[config.mk]
export PLATFORM = sky130hd
export DESIGN_NAME = mem_port_arbiter
export DESIGN_NICKNAME = d
export VERILOG_FILES = /design/src/rtl/mem_port_arbiter.sv
export SDC_FILE = /design/constraint.sdc
export NUM_CORES = 1
export LEC_CHECK = 0
export CORE_AREA = 2 2 99 101
export DETAILED_ROUTE_END_ITERATION = 10
export DIE_AREA = 0 0 101 103
export GPL_ROUTABILITY_DRIVEN = 0
export PLACE_DENSITY = 0.76
export SETUP_SLACK_MARGIN = 0.1
export SYNTH_ARGS = -nofsm -noshare
export SYNTH_HDL_FRONTEND = slang
export SYNTH_SLANG_ARGS = --single-unit
[constraint.sdc]
create_clock -name clk -period 1.75 [get_ports clk]
set_clock_uncertainty 0.15 [all_clocks]
set_input_delay 0.2625 -clock clk [delete_from_list [all_inputs] [get_ports clk]]
set_output_delay 0.2625 -clock clk [all_outputs]
set_load 0.01 [all_outputs]
[src/rtl/mem_port_arbiter.sv]
// Single-port RAM arbiter between instruction fetch and load/store ports.
// Data wins conflicts unless fetch has waited MAX_WAIT cycles; read data is routed back one cycle after grant.
module mem_port_arbiter #(
    parameter int ADDR_W   = 13,
    parameter int DATA_W   = 32,
    parameter int MAX_WAIT = 4
) (
    input  logic                  clk,
    input  logic                  reset,
    input  logic                  i_if_req,
    input  logic [31:0]           i_if_addr,
    output logic                  o_if_gnt,
    output logic                  o_if_rvalid,
    output logic [DATA_W-1:0]     o_if_rdata,
    input  logic                  i_d_req,
    input  logic                  i_d_we,
    input  logic [DATA_W/8-1:0]   i_d_be,
    input  logic [31:0]           i_d_addr,
    input  logic [DATA_W-1:0]     i_d_wdata,
    output logic                  o_d_gnt,
    output logic                  o_d_rvalid,
    output logic [DATA_W-1:0]     o_d_rdata,
    output logic                  o_d_err,
    output logic                  o_mem_en,
    output logic [DATA_W/8-1:0]   o_mem_we,
    output logic [ADDR_W-1:0]     o_mem_addr,
    output logic [DATA_W-1:0]     o_mem_wdata,
    input  logic [DATA_W-1:0]     i_mem_rdata
);

    localparam logic [3:0] MAX_CNT = 4'(MAX_WAIT);

    typedef enum logic [2:0] {
        S_NONE,
        S_IF,
        S_DLD,
        S_DERR,
        S_DST
    } owner_t;

    owner_t     owner, owner_next;
    logic [3:0] starve_cnt, starve_next;
    logic       if_gnt, d_gnt, d_oor;
    logic       unused_addr_bits;

    assign d_oor = |i_d_addr[31:ADDR_W+2];
    assign unused_addr_bits = ^{i_if_addr[31:ADDR_W+2], i_if_addr[1:0], i_d_addr[1:0]};

    // Grants are suppressed while reset is held so the RAM sees no access.
    always_comb begin
        if_gnt = 1'b0;
        d_gnt  = 1'b0;
        if (!reset) begin
            if (i_if_req && (!i_d_req || starve_cnt == MAX_CNT)) begin
                if_gnt = 1'b1;
            end else if (i_d_req) begin
                d_gnt = 1'b1;
            end
        end
    end

    always_comb begin
        o_mem_en    = 1'b0;
        o_mem_we    = '0;
        o_mem_addr  = '0;
        o_mem_wdata = '0;
        if (if_gnt) begin
            o_mem_en   = 1'b1;
            o_mem_addr = i_if_addr[ADDR_W+1:2];
        end else if (d_gnt && !d_oor) begin
            o_mem_en    = 1'b1;
            o_mem_addr  = i_d_addr[ADDR_W+1:2];
            o_mem_wdata = i_d_wdata;
            o_mem_we    = i_d_we ? i_d_be : '0;
        end
    end

    always_comb begin
        owner_next = S_NONE;
        if (if_gnt) begin
            owner_next = S_IF;
        end else if (d_gnt) begin
            if (d_oor)       owner_next = S_DERR;
            else if (i_d_we) owner_next = S_DST;
            else             owner_next = S_DLD;
        end
    end

    always_comb begin
        starve_next = starve_cnt;
        if (!i_if_req || if_gnt) begin
            starve_next = '0;
        end else if (starve_cnt != MAX_CNT) begin
            starve_next = starve_cnt + 4'd1;
        end
    end

    always_ff @(posedge clk or posedge reset) begin
        if (reset) begin
            owner      <= S_NONE;
            starve_cnt <= '0;
        end else begin
            owner      <= owner_next;
            starve_cnt <= starve_next;
        end
    end

    assign o_if_gnt    = if_gnt;
    assign o_d_gnt     = d_gnt;
    assign o_if_rvalid = (owner == S_IF);
    assign o_d_rvalid  = (owner == S_DLD);
    assign o_d_err     = (owner == S_DERR);
    assign o_if_rdata  = o_if_rvalid ? i_mem_rdata : '0;
    assign o_d_rdata   = o_d_rvalid ? i_mem_rdata : '0;

endmodule
==> flow_summary.ini, run 1 <==
[finish]
layout-drive-gt1-share = 0.667
finalInstanceArea_sq_um = 5090
n_fill_cell = 833
area_delta_synth_final_pct = 295
n_antenna_cell = 0
layout.nets = 618

[sta]
finalSetupViolCount = 119
finalHoldViolations = 0
whs_ns = 0.105
post-route-period-util = 1.34
worst_pin_slew_ns = 0.322
rsz0062_at_grt = true
drv_slew = 0
period_needed_ns = 2.35
fmax_ghz = 0.425
relSlewSlack = 0.784
fin_ws_ns = -0.601

[synthesis]
yosysUniqueCellTypes = 31
ys_warn_count = 0
syn_nets = 311
synth-seq-area-share = 0.136
avgSynthCellArea_sq_um = 7.51
synth_seq_cells = 7
syn_inst = 172
synthesis.area_sq_um = 1290

[drt]
first_iter_violations = 18
drcViolationCount = 0
vias_per_cell = 4.07
num_vias = 2410
ant_nets = 0
avgRoutedWirePerCell_um = 14.9
drtPass1Iterations = 4
routed_wl_um = 8800

[grt]
grt_max_degree = 10
grt_pass1_vias = 2495
grt-ovfl-total = 0
grt_use_total = 0.152
antenna_found_initial = 0
grt_pass1_wl_um = 12500

[die]
io_pins = 256
die_h_um = 103
core_sq_um = 9460
rows = 36
die_area_sq_um = 10400
start_util = 0.137
chipWidth_um = 101

[setup_path]
r2r-start = starve_cnt[1]
reg2regPathDepth = 10
rrSetupSlack_ns = -0.03
critical_path_class = flop to output port
startpoint_type = flop
endpoint_kind = output port
critPathMaxFanout = 9
cp.required_ns = 1.34
critical_path_arrival_ns = 1.94
r2r_end = owner[2]

[clock_network]
clock_latency_ns = 0.22
cts_hold_buf = 0
cts.sinks = 7
clkTransAtPathRegs_ns = 0.04
cts_max_path_buffers = 2
cts_max_level = 1
numCtsBuffers = 3
tritoncts = yes
root_buffer = clkbuf_8

[job]
drv_cap = 0

[outcome]
violations = setup timing
outcome = finished with violations

[power_and_ir_drop]
powerDensity_nw_per_um2 = 274
p_leak_nw = 2.46
power_mw = 1.40
vdd_drop_max_mv = 0.169

[placed_design]
portBuffers = 234
dp_hpwl_um = 6220
placed_cell_area_sq_um = 4090

[hold_path]
holdCritPathClass = input pin to async pin
[kinds of logic (layout without fill, tap and decap cells)]
| logic type | Yosys count | after routing | share of synthesized area |
|---|---|---|---|
| AO/OA/AOI/OAI | 20 | 20 | 0.128 |
| XOR/XNOR | 2 | 2 | 0.0136 |
| adder cells (fa/ha/maj) | 2 | 2 | 0.0194 |
| buffers and inverters | 17 | 323 | 0.0717 |
| flip-flops | 7 | 7 | 0.136 |
| AND/OR/NAND/NOR | 124 | 124 | 0.632 |
[cells in the mapped netlist]
| cell | number | area share |
|---|---|---|
| and2_1 | 97 | 0.47 |
| a22o_1 | 13 | 0.088 |
| dfrtp_1 | 7 | 0.14 |
| clkbuf_1 | 6 | 0.017 |
| inv_1 | 5 | 0.015 |
| nor2_1 | 5 | 0.015 |
| a21oi_1 | 4 | 0.016 |
| and3_1 | 3 | 0.015 |
| buf_6 | 3 | 0.026 |
| ha_1 | 2 | 0.019 |
| nand2b_1 | 2 | 0.0097 |
| nor3_1 | 2 | 0.0078 |
| nor3b_1 | 2 | 0.012 |
| nor4_1 | 2 | 0.0097 |
| nor4_4 | 2 | 0.033 |
| xnor2_1 | 2 | 0.014 |
| a211oi_2 | 1 | 0.0097 |
| and3b_1 | 1 | 0.0068 |
| and4b_1 | 1 | 0.0078 |
| buf_2 | 1 | 0.0039 |
| buf_4 | 1 | 0.0058 |
| clkbuf_2 | 1 | 0.0039 |
| nand2_1 | 1 | 0.0029 |
| nand2_2 | 1 | 0.0048 |
| nand3_1 | 1 | 0.0039 |
| nand3b_4 | 1 | 0.016 |
| nor4_2 | 1 | 0.0097 |
| o21bai_1 | 1 | 0.0058 |
| o21bai_2 | 1 | 0.0087 |
| or2_2 | 1 | 0.0048 |
| or3_1 | 1 | 0.0048 |
[cells in the final DEF (no fill, tap or decap), drive strengths merged]
| cell type | count |
|---|---|
| nand2 | 2 |
| o21bai | 2 |
| a22o | 13 |
| clkbuf | 8 |
| nand2b | 2 |
| nor2 | 5 |
| and3b | 1 |
| inv | 5 |
| xnor2 | 2 |
| a21oi | 4 |
| nor4 | 5 |
| nand3 | 1 |
| and4b | 1 |
| dfrtp | 7 |
| dlymetal6s2s | 2 |
| buf | 197 |
| nor3b | 2 |
| or2 | 1 |
| clkdlybuf4s50 | 96 |
| clkdlybuf4s15 | 6 |
| a211oi | 1 |
| or3 | 1 |
| and3 | 3 |
| dlygate4sd2 | 9 |
| nor3 | 2 |
| and2 | 97 |
| nand3b | 1 |
| ha | 2 |
[worst max-delay path, stage by stage (launching register included)]
cell and delay, ns:
dfrtp_1 0.38, inv_2 0.08, ha_4 0.15, nand3b_4 0.10, buf_4 0.16, a211oi_4 0.25, buf_12 0.15, buf_8 0.11
and4b_1 0.19, buf_2 0.14
[where the power goes]
part	switching [mW]	total (mW)	internal [mW]	leakage (nW)
Sequential	0.0103	0.187	0.176	0.0914
Clock	0.0612	0.218	0.157	0.0228
Combinational	0.320	0.992	0.672	2.35
[final cells by class]
class | count | area, sq um | area share
Multi-Input combinational cell | 148 | 1360 | 0.266
Timing Repair Buffer | 314 | 3350 | 0.658
Inverter | 5 | 18.8 | 0.00368
Sequential cell | 7 | 176 | 0.0346
Clock buffer | 4 | 45.0 | 0.00884
Tap cell | 114 | 143 | 0.0280
[stage by stage]
step | TNS [ns] | utilization | instances | setup WS [ns]
after global routing | -51.15 | 0.539 | 592 | -0.698
after detailed placement | -70.87 | 0.433 | 531 | -1.16
final | -42.23 | 0.539 | 592 | -0.601
after global placement | -67.78 | 0.433 | 531 | -1.09
after floorplan | -2.51 | - | 172 | -0.102
after CTS | -46.82 | 0.526 | 597 | -0.724
[state kept, by name (all words and copies together) (netlist names)]
name        flops
starve_cnt      4
owner           3
[timing repair]
action / 4_1_cts / 5_1_grt
setup buffers: 53 / 5
gates cloned: 11 / 0
gates resized for setup: 659 / 76
endpoints found under the hold margin: 0 / 0
pin swaps: 48 / 26
setup endpoints to repair: 122 / 125
[how the worst max path moves through the flow]
stage                   from  slack [ns]  cells after the start        endpoint
3_5_place_dp    i_d_addr[18]       -1.16                      7     o_mem_we[3]
2_1_floorplan  starve_cnt[0]       -0.10                      6  o_mem_addr[10]
6_report       starve_cnt[1]       -0.60                      9     o_mem_we[3]
4_1_cts        starve_cnt[1]       -0.72                     11  o_mem_addr[12]
5_1_grt        starve_cnt[1]       -0.70                     10     o_mem_we[3]
3_3_place_gp    i_d_addr[18]       -1.09                      7     o_mem_we[3]
[routing by layer]
layer,GRT usage,vias to the layer above,part of all wire
met2,0.331,128,0.58
li1,-,1177,-
met3,0.0332,6,0.086
met5,0,-,0
met1,0.142,1099,0.32
met4,0.0281,0,0.0091
Power figures use the tool's default switching activity.
==> run 2: changes to the inputs <==
Settings changed: CTS_CLUSTER_SIZE set to 16.
==> results of run 2 <==
The final DEF is identical to that of run 1; final timing and power are the same.
